--- config.mk ---
export PLATFORM = sky130hd
export DESIGN_NAME = uart_mem_loader
export DESIGN_NICKNAME = d
export VERILOG_FILES = /design/src/rtl/uart_mem_loader.sv
export SDC_FILE = /design/constraint.sdc
export NUM_CORES = 1
export LEC_CHECK = 0
export ABC_AREA = 1
export BUFFER_PORTS_ARGS = -buffer_cell sky130_fd_sc_hd__buf_2
export CAP_MARGIN = 20
export CORE_UTILIZATION = 58
export DETAILED_ROUTE_END_ITERATION = 6
export GPL_TIMING_DRIVEN = 0
export PLACE_DENSITY = 0.79
export SLEW_MARGIN = 20
export SYNTH_ARGS = -nofsm -noshare
export SYNTH_HDL_FRONTEND = slang
export SYNTH_SLANG_ARGS = --single-unit
--- constraint.sdc ---
create_clock -name CLK -period 3.45 [get_ports CLK]
set_input_delay 0.345 -clock CLK [delete_from_list [all_inputs] [get_ports CLK]]
set_output_delay 0.345 -clock CLK [all_outputs]
set_load 0.005 [all_outputs]
--- src/rtl/uart_mem_loader.sv ---
// UART-driven memory loader: programs instruction RAM, loads data RAM, runs the CPU, dumps data RAM.
// Define LOADER_CHECKSUM_EN to add a mod-256 checksum byte and an ACK/NAK reply after program upload.

module uart_mem_loader #(
   parameter int         INST_AW  = 8,
   parameter int         DATA_AW  = 16,
   parameter int         DUMP_LEN = 2**DATA_AW,
   parameter logic [7:0] ACK_BYTE = 8'd100
) (
   input  logic               CLK,
   input  logic               RESET_N,
   input  logic               START,
   input  logic               MODE,
   input  logic               RX_DONE,
   input  logic [7:0]         RX_DATA,
   input  logic               TX_READY,
   output logic               TX_SEND,
   output logic [7:0]         TX_DATA,
   output logic               INST_EN,
   output logic               INST_WE,
   output logic [INST_AW-1:0] INST_ADDR,
   output logic [7:0]         INST_DIN,
   output logic               DATA_EN,
   output logic               DATA_WE,
   output logic [DATA_AW-1:0] DATA_ADDR,
   output logic [7:0]         DATA_DIN,
   input  logic [7:0]         DATA_DOUT,
   output logic               CPU_ENABLE,
   input  logic               CPU_FINISH,
   output logic               BUSY,
   output logic               ERR,
   output logic [4:0]         STATE
);

   typedef enum logic [4:0] {
      IDLE, P_ACK, P_ACKW, P_LEN0, P_LEN1, P_DATA, P_WR, P_CSUM, P_REPLY,
      R_REC, R_WR, R_CPU, R_WAIT, T_ADDR, T_LOAD, T_SEND, T_WAIT
   } state_t;

   localparam logic [16:0] INST_DEPTH = 17'(2**INST_AW);
   localparam logic [16:0] DATA_DEPTH = 17'(2**DATA_AW);
   localparam logic [16:0] DUMP_LAST  = 17'(DUMP_LEN - 1);

   // Reset asserts asynchronously but releases two clock edges later.
   logic [1:0] rst_sync_q;
   logic       rst_int_n;

   always_ff @(posedge CLK or negedge RESET_N) begin
      if (!RESET_N) rst_sync_q <= 2'b00;
      else          rst_sync_q <= {rst_sync_q[0], 1'b1};
   end
   assign rst_int_n = rst_sync_q[1];

   state_t               state_q, state_d;
   logic                 tx_send_q, tx_send_d;
   logic [7:0]           tx_data_q, tx_data_d;
   logic [1:0]           tx_ph_q, tx_ph_d;
   logic                 inst_en_q, inst_en_d;
   logic                 inst_we_q, inst_we_d;
   logic [INST_AW-1:0]   inst_addr_q, inst_addr_d;
   logic [7:0]           inst_din_q, inst_din_d;
   logic                 data_en_q, data_en_d;
   logic                 data_we_q, data_we_d;
   logic [DATA_AW-1:0]   data_addr_q, data_addr_d;
   logic [7:0]           data_din_q, data_din_d;
   logic                 cpu_en_q, cpu_en_d;
   logic                 err_q, err_d;
   logic [15:0]          len_q, len_d;
   logic [16:0]          cnt_q, cnt_d;
   logic                 leave_data;
`ifdef LOADER_CHECKSUM_EN
   logic [7:0]           sum_q, sum_d;
`endif

   always_comb begin
      state_d     = state_q;
      tx_send_d   = 1'b0;
      tx_data_d   = tx_data_q;
      tx_ph_d     = tx_ph_q;
      inst_en_d   = inst_en_q;
      inst_we_d   = 1'b0;
      inst_addr_d = inst_addr_q;
      inst_din_d  = inst_din_q;
      data_en_d   = data_en_q;
      data_we_d   = 1'b0;
      data_addr_d = data_addr_q;
      data_din_d  = data_din_q;
      cpu_en_d    = cpu_en_q;
      err_d       = err_q;
      len_d       = len_q;
      cnt_d       = cnt_q;
      leave_data  = 1'b0;
`ifdef LOADER_CHECKSUM_EN
      sum_d       = sum_q;
`endif
      case (state_q)
         IDLE: if (START) begin
            err_d = 1'b0;
            cnt_d = '0;
            if (!MODE) begin
               state_d   = P_ACK;
               inst_en_d = 1'b1;
               tx_data_d = ACK_BYTE;
               tx_send_d = 1'b1;
            end else begin
               state_d     = R_REC;
               data_addr_d = '0;
               data_en_d   = 1'b1;
            end
         end
         P_ACK: begin
            state_d = P_ACKW;
            tx_ph_d = 2'd1;
         end
         P_ACKW: begin
            if (tx_ph_q == 2'd1) tx_ph_d = 2'd2;
            else if (TX_READY)   state_d = P_LEN0;
         end
         P_LEN0: if (RX_DONE) begin
            len_d[7:0] = RX_DATA;
            state_d    = P_LEN1;
         end
         P_LEN1: if (RX_DONE) begin
            len_d[15:8] = RX_DATA;
            cnt_d       = '0;
            inst_addr_d = '0;
`ifdef LOADER_CHECKSUM_EN
            sum_d       = '0;
`endif
            if ({RX_DATA, len_q[7:0]} == 16'd0) leave_data = 1'b1;
            else                                 state_d    = P_DATA;
         end
         P_DATA: if (RX_DONE) begin
            inst_din_d = RX_DATA;
`ifdef LOADER_CHECKSUM_EN
            sum_d      = sum_q + RX_DATA;
`endif
            // Bytes past the end of instruction RAM are consumed but dropped.
            if (cnt_q < INST_DEPTH) inst_we_d = 1'b1;
            else                    err_d     = 1'b1;
            state_d = P_WR;
         end
         P_WR: begin
            cnt_d = cnt_q + 17'd1;
            if (cnt_q < INST_DEPTH - 17'd1) inst_addr_d = inst_addr_q + INST_AW'(1);
            if ((cnt_q + 17'd1) == {1'b0, len_q}) leave_data = 1'b1;
            else                                  state_d    = P_DATA;
         end
`ifdef LOADER_CHECKSUM_EN
         P_CSUM: if (RX_DONE) begin
            tx_data_d = (RX_DATA == sum_q) ? ACK_BYTE : ~ACK_BYTE;
            if (RX_DATA != sum_q) err_d = 1'b1;
            tx_send_d = 1'b1;
            tx_ph_d   = 2'd0;
            state_d   = P_REPLY;
         end
         P_REPLY: begin
            if (tx_ph_q != 2'd2) tx_ph_d = tx_ph_q + 2'd1;
            else if (TX_READY) begin
               state_d   = IDLE;
               inst_en_d = 1'b0;
            end
         end
`endif
         R_REC: begin
            if (RX_DONE) begin
               if (cnt_q < DATA_DEPTH) begin
                  data_din_d = RX_DATA;
                  data_we_d  = 1'b1;
                  state_d    = R_WR;
               end else begin
                  err_d = 1'b1;
               end
            end else if (START) begin
               state_d = R_CPU;
            end
         end
         R_WR: begin
            cnt_d   = cnt_q + 17'd1;
            if (cnt_q < DATA_DEPTH - 17'd1) data_addr_d = data_addr_q + DATA_AW'(1);
            state_d = R_REC;
         end
         R_CPU: begin
            data_en_d = 1'b0;
            cpu_en_d  = 1'b1;
            state_d   = R_WAIT;
         end
         R_WAIT: if (CPU_FINISH) begin
            cpu_en_d  = 1'b0;
            data_en_d = 1'b1;
            state_d   = T_ADDR;
         end
         T_ADDR: begin
            data_addr_d = '0;
            cnt_d       = '0;
            tx_ph_d     = 2'd0;
            state_d     = T_LOAD;
         end
         T_LOAD: begin
            // First cycle presents the address, second sees the RAM output.
            if (tx_ph_q == 2'd0) tx_ph_d = 2'd1;
            else begin
               tx_data_d = DATA_DOUT;
               tx_send_d = 1'b1;
               state_d   = T_SEND;
            end
         end
         T_SEND: begin
            state_d = T_WAIT;
            tx_ph_d = 2'd1;
         end
         T_WAIT: begin
            if (tx_ph_q == 2'd1) tx_ph_d = 2'd2;
            else if (TX_READY) begin
               if (cnt_q == DUMP_LAST) begin
                  state_d   = IDLE;
                  data_en_d = 1'b0;
               end else begin
                  cnt_d       = cnt_q + 17'd1;
                  data_addr_d = data_addr_q + DATA_AW'(1);
                  tx_ph_d     = 2'd0;
                  state_d     = T_LOAD;
               end
            end
         end
         default: state_d = IDLE;
      endcase
      if (leave_data) begin
`ifdef LOADER_CHECKSUM_EN
         state_d   = P_CSUM;
`else
         state_d   = IDLE;
         inst_en_d = 1'b0;
`endif
      end
   end

   always_ff @(posedge CLK or negedge rst_int_n) begin
      if (!rst_int_n) begin
         state_q     <= IDLE;
         tx_send_q   <= 1'b0;
         tx_data_q   <= '0;
         tx_ph_q     <= '0;
         inst_en_q   <= 1'b0;
         inst_we_q   <= 1'b0;
         inst_addr_q <= '0;
         inst_din_q  <= '0;
         data_en_q   <= 1'b0;
         data_we_q   <= 1'b0;
         data_addr_q <= '0;
         data_din_q  <= '0;
         cpu_en_q    <= 1'b0;
         err_q       <= 1'b0;
         len_q       <= '0;
         cnt_q       <= '0;
`ifdef LOADER_CHECKSUM_EN
         sum_q       <= '0;
`endif
      end else begin
         state_q     <= state_d;
         tx_send_q   <= tx_send_d;
         tx_data_q   <= tx_data_d;
         tx_ph_q     <= tx_ph_d;
         inst_en_q   <= inst_en_d;
         inst_we_q   <= inst_we_d;
         inst_addr_q <= inst_addr_d;
         inst_din_q  <= inst_din_d;
         data_en_q   <= data_en_d;
         data_we_q   <= data_we_d;
         data_addr_q <= data_addr_d;
         data_din_q  <= data_din_d;
         cpu_en_q    <= cpu_en_d;
         err_q       <= err_d;
         len_q       <= len_d;
         cnt_q       <= cnt_d;
`ifdef LOADER_CHECKSUM_EN
         sum_q       <= sum_d;
`endif
      end
   end

   assign TX_SEND    = tx_send_q;
   assign TX_DATA    = tx_data_q;
   assign INST_EN    = inst_en_q;
   assign INST_WE    = inst_we_q;
   assign INST_ADDR  = inst_addr_q;
   assign INST_DIN   = inst_din_q;
   assign DATA_EN    = data_en_q;
   assign DATA_WE    = data_we_q;
   assign DATA_ADDR  = data_addr_q;
   assign DATA_DIN   = data_din_q;
   assign CPU_ENABLE = cpu_en_q;
   assign BUSY       = (state_q != IDLE);
   assign ERR        = err_q;
   assign STATE      = state_q;

endmodule

## Word-level counts from Yosys, hierarchy flattened

Cells that the tools add are included.

| operators by class | value |
|---|---|
| reduce and logical (&&, ||, !) cells | 30 |
| magnitude comparators | 4 |
| $add $sub $neg | 3 |
| muxes and demuxes | 78 |
| equality and inequality tests | 52 |

Operators with widths:

| operator | number |
|---|---|
| 16-bit 2-to-1 mux | 6 |
| 17-bit 2-to-1 mux | 5 |
| 17-bit case mux with 5 select lines | 1 |
| 5-bit 2-to-1 mux | 16 |
| 5-bit case mux with 15 select lines | 1 |
| 16-bit case mux with 4 select lines | 1 |
| 3-bit inequality test, second input constant | 14 |
| 8-bit 2-to-1 mux | 5 |
| 2-bit inequality test, second input constant | 18 |
| 5-bit by 4-bit equality test with 1-bit output, second input constant | 7 |
| 8-bit case mux with 2 select lines | 2 |
| 1-bit 2-to-1 mux | 28 |
| 17-bit by 1-bit adder with 17-bit output, second input constant | 1 |
| 17-bit by 16-bit equality test with 1-bit output | 1 |
| 17-bit by 16-bit equality test with 1-bit output, second input constant | 1 |
| 17-bit by 16-bit less-than comparator with 1-bit output, second input constant | 1 |
| 17-bit less-than comparator, second input constant | 1 |
| 17-bit by 8-bit less-than comparator with 1-bit output, second input constant | 1 |
| 17-bit by 9-bit less-than comparator with 1-bit output, second input constant | 1 |
| 16-bit by 1-bit adder with 16-bit output, second input constant | 1 |
| 16-bit logical NOT | 1 |
| 5-bit by 3-bit equality test with 1-bit output, second input constant | 3 |
| 5-bit nonzero test | 3 |
| 14-bit AND reduction | 1 |
| other kinds (25) | 47 |

| word-level totals | value |
|---|---|
| input bits | 23 |
| output and inout bits | 61 |
| flip-flop bits (word level) | 97 |
| logic and storage cells | 185 |

## Depth between registers and ports, before layout

Gate-level depths: netlist of run 1.

| logic depth | value |
|---|---|
| depth in word-level cells | 6 |
| gate-level depth with buffers | 19 |
| gate-level depth less buffers | 19 |

## Least setup slack after synthesis of run 1

No wires, ideal clock.

| path | value |
|---|---|
| path type | flip-flop to flip-flop |
| from | register cnt_q[0] |
| to | register state_q[0], in the netlist STATE[0] |
| path buffers | 0 |
| setup time | 0.113 ns |
| stages on the path, launching flop included | 20 |
| data required time | 3.337 ns |
| clock period less this slack | 2.436 ns |
| arrival | 2.323 ns |
| setup slack | 1.014 ns |
| cell sequence | dfrtp_1 -> ha_1 -> nand2_1 -> nor2_1 -> nand3_1 -> nor2_1 -> ha_1 -> o21ai_0 -> nor2_1 -> nand3_1 -> nor2_1 -> nand2_1 -> nor2_1 -> nand2_1 -> nor2_1 -> nand3_1 -> nand2_1 -> nand2_1 -> nand2_1 -> inv_1 |

| on the way | value |
|---|---|
| cells in the longest elaborated chain, start to end | 6 |

Ends and longest elaborated chain:

| item | RTL line | text |
|---|---|---|
| start: declaration | 69 | `logic [16:0] cnt_q, cnt_d;` |
| start signal: assignment | 275 | `cnt_q <= cnt_d;` |
| 17-bit by 1-bit adder with 17-bit output | 146 | `if ((cnt_q + 17'd1) == {1'b0, len_q}) leave_data = 1'b1;` |
| 17-bit by 16-bit equality test with 1-bit output | 146 |  |
| 1-bit 2-to-1 mux | 146 |  |
| 1-bit case mux with 2 select lines | 96 | `case (state_q)` |
| 4-bit inequality test (no line) or 3-bit inequality test (tied branches) | n/a |  |
| 14-bit AND reduction (no line) | n/a |  |
| end signal: assignment | 260 | `state_q <= state_d;` |
| end: declaration | 54 | `state_t state_q, state_d;` |

Parallel ways exist; a longest one is shown, timed or not.
A chain may end at the register's enable or synchronous reset.

## Worst setup path in the final report of run 1

Ends and elaborated chain as after synthesis.

==> flow_metrics.env, run 1 <==
export IMPL_outcome="complete, no violations"
export IMPL_layout_common_cells="nand2_1 (209), dfrtp_1 (96), inv_1 (88)"
export IMPL_core_area_um2=9330
export IMPL_via_per_inst=5.48
export IMPL_final_nets=871
export IMPL_arrival_ns=3.43
export IMPL_yosysTopAreaCell="dfrtp_1"
export IMPL_cp_top_family="simple AND/OR/NAND/NOR gates"
export IMPL_rows=35
export IMPL_min_delay_start="DATA_DOUT[0]"
export IMPL_synth_area_um2=5650
export IMPL_tightest_slew_ns=0.758
export IMPL_areaGrowthSynthToFinish_pct=14.4
export IMPL_seq_area_um2=2430
export IMPL_grt_max_degree=59
export IMPL_cp_cell_sequence="ha_1, nand2_1, nor2_1, nand3_1, nor2_1, ha_1, o21ai_0, nor2_1, nand3_1, nor2_1, nand2_1, nor2_1, nand2_1, nor2_1, nand3_1, nand2_1, nand2_1, nand2_1, inv_1"
export IMPL_cts_buffer_depth=2
export IMPL_h_tree_depth=3
export IMPL_clock_latency_ns=0.37
export IMPL_chipWidth_um=101
export IMPL_setup_viol=0
export IMPL_num_fill_cells=794
export IMPL_synth_fp_nets=776
export IMPL_endpoint_kind="register"
export IMPL_vias=5361
export IMPL_maxSlewViolCount=0
export IMPL_swShare_pct=43.2
export IMPL_max_stage_delay_ns=0.46
export IMPL_drive_gt1_share_pct=19.2
export IMPL_grtUsageTotal_pct=29.7
export IMPL_antenna_left=0
export IMPL_slowest_stage="dfrtp_1"
export IMPL_critPathKind="register to register"
export IMPL_peakVddDrop_mv=0.404
export IMPL_p_comb_share_pct=41.7
export IMPL_syn_avg_cell_area_um2=7.55
export IMPL_p_leak_nw=3.26
export IMPL_cts_sinks=97
export IMPL_die_h_um=101
export IMPL_fin_hold_ws_ns=0.186
export IMPL_grt_pass1_wl_um=23400
export IMPL_postCtsSetupBuffers=0
export IMPL_yosysWarnings=0
export IMPL_initial_core_util_pct=60.6
export IMPL_diodes=0
export IMPL_antenna_found_initial=0
export IMPL_layout_commonest_cell="nand2_1"
export IMPL_hpwlAfterDp_um=10900
export IMPL_fmax_mhz=317
export IMPL_rsz0062_at_grt="false"
export IMPL_synth_cell_type_count=41
export IMPL_min_period_over_period_pct=91.5
export IMPL_seq_power_share_pct=39.8
export IMPL_start_kind="register"
export IMPL_first_iter_violations=352
export IMPL_clockPowerShare_pct=18.5
export IMPL_multiInputGateArea_um2=2780
export IMPL_numCtsBuffers=9
export IMPL_cts_tree="done"
export IMPL_yosysTopAreaCellShare_pct=42.9
export IMPL_r2r_end="STATE[0]"
export IMPL_port_buffers=82
export IMPL_maxCapViolCount=0
export IMPL_drt_pass1_iterations=5
export IMPL_die_area_um2=10100
export IMPL_hold_viol_final=0
export IMPL_skew_ns=0.0121
export IMPL_p_int_w=0.00243
export IMPL_rr_startpoint="cnt_q[0]"
export IMPL_place_congestion=0.934
export IMPL_drcViolationCount=0
export IMPL_utilization_pct=69.3
export IMPL_ys_seq_area_share_pct=42.9
export IMPL_grt_overflow=0
export IMPL_reg2reg_depth=19
export IMPL_busiest_layer="met2"
export IMPL_io_pin_count=84
export IMPL_slew_headroom_pct=49.5
export IMPL_ys_ff_latch=97
export IMPL_clockRootBuffer="clkbuf_8"
export IMPL_routed_wl_um=14200
export IMPL_hold_end="TX_DATA[0]"
export IMPL_hold_class="primary input to register"
export IMPL_cp_max_fo=7
export IMPL_met2_usage_pct=46.2
export IMPL_synth_area_top_cells="dfrtp_1 (43%), nand2_1 (14%), inv_1 (5.8%)"
export IMPL_rrSetupSlack_ns=0.29
export IMPL_grt_use_met3_pct=4.30
export IMPL_fin_crit_ns=3.16
export IMPL_cts_resized_gates=0
export IMPL_wl_per_cell_um=14.6
export IMPL_grt_pass1_vias=4831
export IMPL_syn_inst=749
export IMPL_met1_usage_pct=43.0
export IMPL_power_density_nw_per_um2=663
export IMPL_whs_path_depth=3
export IMPL_critPathBufInv=1
export IMPL_cp_required_ns=3.72
export IMPL_p_sw_w=0.00185
export IMPL_clk_pin_slew_ns=0.10
[state kept, by name, indices dropped and copies added (netlist names)]
register and flops:
CPU_ENABLE 1, DATA_ADDR 16, DATA_DIN 8, DATA_EN 1, DATA_WE 1, ERR 1
INST_ADDR 8, INST_DIN 8, INST_EN 1, INST_WE 1, STATE 5, TX_DATA 8
TX_SEND 1, cnt_q 17, len_q 16, rst_sync_q 2, tx_ph_q 2
[worst max path at each step]
stage          slack (ns)    endpoint     startpoint  depth (start not counted)
2_1_floorplan        0.55  CPU_ENABLE  rst_sync_q[1]                          0
3_3_place_gp        -0.49   cnt_q[14]  rst_sync_q[1]                          0
3_5_place_dp         0.35    STATE[3]       cnt_q[0]                         19
4_1_cts              0.33    STATE[0]       cnt_q[0]                         19
5_1_grt             0.006    STATE[0]       cnt_q[0]                         19
6_report             0.29    STATE[0]       cnt_q[0]                         19
[stage by stage]
| stage | worst slack (ns) | setup TNS, ns | power [W] | instance area [um2] | cells |
|---|---|---|---|---|---|
| after global routing | 0.00560 | 0 | 0.00462 | 6470 | 978 |
| after global placement | -0.493 | -46.37 | 0.00343 | 6230 | 960 |
| after floorplan | 0.548 | 0 | 0.00292 | 5650 | 749 |
| after CTS | 0.333 | 0 | 0.00428 | 6470 | 978 |
| final | 0.292 | 0 | 0.00429 | 6470 | 978 |
| after detailed placement | 0.347 | 0 | 0.00350 | 6250 | 961 |
[worst min-delay path, cell delays in order]
cell     delay, ns
buf_2         0.07
nand3_1       0.06
nand2_1       0.05
[per-layer routing]
metal,vias up,wire length (um)
met5,-,0
met4,0,271
met3,24,942
met2,207,6470
met1,2481,6550
li1,2649,-
[cells by family after synthesis]
kind of cell	synth area share [%]
other	0.0663
XOR/XNOR	2.26
adder cells (fa/ha/maj)	0.885
flip-flops	42.9
AND/OR/NAND/NOR	31.7
buffers and inverters	7.88
AO/OA/AOI/OAI	14.3
[synth_stat cells]
master     number
nor3_2          3
conb_1          1
ha_1            4
or2_4           2
nand3b_1        4
o21ai_4         1
o22ai_1         5
nand3_1        62
o2111ai_1       4
xnor3_1         1
nand2_2         3
nand3_4         2
inv_2          14
o22ai_2        10
a2111oi_0       2
a21oi_1        18
buf_6           1
xnor2_1         3
dfrtp_1        97
xor2_1          9
o21ai_0        46
nor2_2          9
buf_2           2
a2bb2oi_1       1
inv_1          88
o211ai_2        1
o31ai_1         2
clkbuf_1        5
o31ai_2         8
o21a_1          2
nor3_1         10
o211ai_1        5
nand3_2         2
nand4_1        21
buf_4           3
nor2_1         70
nand2_4         1
nand2_1       209
nor2_8          1
nor4_1          2
o21ai_1        15
[power by group through the flow]
| stage | Sequential (W) | Clock [W] | Combinational, W |
|---|---|---|---|
| after floorplan | 0.00169 | 0 | 0.00123 |
| after global placement | 0.00171 | 0 | 0.00172 |
| after detailed placement | 0.00172 | 0 | 0.00177 |
| after CTS | 0.00170 | 0.000795 | 0.00178 |
| after global routing | 0.00175 | 0.000849 | 0.00202 |
| final | 0.00171 | 0.000792 | 0.00179 |
[final cells by class]
type / count / area share, %
flip-flops and latches: 97 / 37.6
clock inverters: 7 / 1.28
inverters: 102 / 5.92
clock buffers: 9 / 1.92
multi-input cells: 539 / 43.0
repair buffers: 84 / 6.81
plain buffers: 11 / 0.967
well taps: 129 / 2.50
[timing repair]
action                     in CTS  in global routing
hold buffers                    1                  0
hold endpoints to repair        2                  0
setup endpoints to repair       0                  0
Power figures use the tool's default switching activity.
==> run 2, diff against run 1 <==
Settings changed: CORE_UTILIZATION 58 to 59, CTS_BUF_LIST set to sky130_fd_sc_hd__clkbuf_4 sky130_fd_sc_hd__clkbuf_8, PLACE_DENSITY 0.79 to 0.8.
Clock period 3.45 ns to 3.6 ns, I/O delays scaled along.
==> run 2 against run 1 <==
Worst hold slack improved by 0.020 ns. First-iteration DRC count decreased by 6.3%. Non-clock buffer count unchanged. Final cell count unchanged. Via count increased by 0.93%. Flip-flop and latch count unchanged. Critical endpoint unchanged.
==> flow_metrics.env, run 2 (synthesis gave the netlist of run 1 again) <==
export IMPL_grt_pass1_wl_um=23600
export IMPL_drcViolationCount=0
export IMPL_cts_sinks=97
export IMPL_fin_cells=978
export IMPL_final_nets=871
export IMPL_slew_headroom_pct=54.6
export IMPL_hold_class="primary input to register"
export IMPL_setup_tns_ns=0
export IMPL_clockRootBuffer="clkbuf_8"
export IMPL_tightest_slew_ns=0.681
export IMPL_peakVddDrop_mv=0.443
export IMPL_drt_pass1_iterations=5
export IMPL_utilization_pct=70.1
export IMPL_largest_register_ffs=17
export IMPL_maxSlewViolCount=0
export IMPL_rows=35
export IMPL_diodes=0
export IMPL_grt_max_degree=54
export IMPL_fin_crit_ns=3.15
export IMPL_cts_resized_gates=0
export IMPL_port_buffers=82
export IMPL_chipWidth_um=99.9
export IMPL_power_density_nw_per_um2=642
export IMPL_wl_per_cell_um=14.7
export IMPL_setup_viol=0
export IMPL_min_period_over_period_pct=87.5
export IMPL_clock_latency_ns=0.38
export IMPL_routed_wl_um=14400
export IMPL_place_congestion=0.924
export IMPL_h_tree_depth=3
export IMPL_whs_path_depth=3
export IMPL_start_kind="register"
export IMPL_io_pin_count=84
export IMPL_layout_common_cells="nand2_1 (209), dfrtp_1 (96), inv_1 (88)"
export IMPL_cts_tree="done"
export IMPL_die_h_um=99.9
export IMPL_antenna_found_initial=0
export IMPL_die_area_um2=9980
export IMPL_antenna_left=0
export IMPL_areaGrowthSynthToFinish_pct=14.6
export IMPL_hpwlAfterDp_um=11000
export IMPL_rsz0062_at_grt="false"
export IMPL_fmax_mhz=318
export IMPL_cp_required_ns=3.87
export IMPL_grtUsageTotal_pct=30.0
export IMPL_numCtsBuffers=9
export IMPL_top_register="cnt_q"
export IMPL_cp_cell_sequence="ha_1, nand2_1, nor2_1, nand3_1, nor2_1, ha_1, o21ai_0, nor2_1, nand3_1, nor2_1, nand2_1, nor2_1, nand2_1, nor2_1, nand3_1, nand2_1, nand2_1, nand2_1, inv_1"
export IMPL_grt_pass1_vias=5083
export IMPL_layout_commonest_cell="nand2_1"
export IMPL_clk_pin_slew_ns=0.11
export IMPL_via_per_inst=5.53
export IMPL_initial_core_util_pct=61.2
export IMPL_maxCapViolCount=0
export IMPL_endpoint_kind="register"
export IMPL_first_iter_violations=330
export IMPL_drive_gt1_share_pct=19.2
export IMPL_dpl_instance_area_um2=6250
export IMPL_cts_buffer_depth=2
export IMPL_slowest_stage="dfrtp_1"
export IMPL_place_inst=961
export IMPL_cp_max_fo=7
export IMPL_hold_viol_final=0
export IMPL_grt_overflow=0
export IMPL_max_stage_delay_ns=0.47
export IMPL_vias=5411
export IMPL_p_leak_nw=3.27
export IMPL_reg2reg_depth=19
export IMPL_arrival_ns=3.42
export IMPL_p_total_w=0.00416
export IMPL_outcome="complete, no violations"
export IMPL_core_area_um2=9240
export IMPL_design_area_um2=6480
export IMPL_skew_ns=0.0114
export IMPL_critPathKind="register to register"
## run 2: cell count changes in the layout (fill, tap and decap cells not counted), sizes merged
cell | before | now
clkinvlp | 2 | 0
clkinv | 0 | 3
inv | 106 | 105
## run 2: path summary, 6_finish.rpt
| check | startpoint | end | slack, ns |
|---|---|---|---|
| worst max-delay path | cnt_q[0] | STATE[0] | 0.45 |
| worst min-delay path | DATA_DOUT[4] | TX_DATA[4] | 0.21 |
| worst max register to register | cnt_q[0] | STATE[0] | 0.45 |
| worst min register to register | rst_sync_q[0] | rst_sync_q[1] | 0.37 |
| max in group asynchronous | rst_sync_q[1] | INST_ADDR[3] | 2.54 |
| min in group asynchronous | RESET_N | rst_sync_q[1] | 0.29 |
## run 2: final cells by class
cell class	instances	area (um2)
plain buffers	11	62.6
clock buffers	9	124
clock inverters	7	97.6
fillers	772	2760
inverters	102	383
multi-input cells	539	2780
flip-flops and latches	97	2430
well taps	129	161
repair buffers	84	440
## run 2: per-layer routing
metal	track usage, %	share of wire, %	routed length [um]	vias to the layer above
li1	-	-	-	2659
met1	42.4	46	6580	2529
met2	47.4	46	6610	195
met3	4.04	6.1	876	28
met4	11.0	2.1	306	0
met5	0	0	0	-
## run 2: critical path: cells and delay by family, from the launching register on
family,cells,cell delay [ns]
buffers and inverters,1,0.04
DFF,1,0.47
adders and majority gates,2,0.50
and+or+nand+nor,15,1.89
AOI/OAI and AO/OA,1,0.13
## run 2: what timing repair did
item	4_1_cts	5_1_grt
endpoints found under the hold margin	2	0
hold buffers	1	0
buffers inserted	0	0
## run 2: power breakdown
group / internal (W) / total (W) / switching [W] / leakage, nW
Clock: 0.000345 / 0.000800 / 0.000455 / 0.112
Sequential: 0.00137 / 0.00164 / 0.000263 / 1.27
Combinational: 0.000625 / 0.00173 / 0.00110 / 1.89
Total: 0.00234 / 0.00416 / 0.00182 / 3.27
## run 2: metrics by stage
stage	worst slack [ns]	hold WS, ns
2_1_floorplan	0.698	0.0644
3_3_place_gp	-0.297	0.145
3_5_place_dp	0.494	0.146
4_1_cts	0.482	0.200
5_1_grt	0.0473	0.224
6_report	0.452	0.206
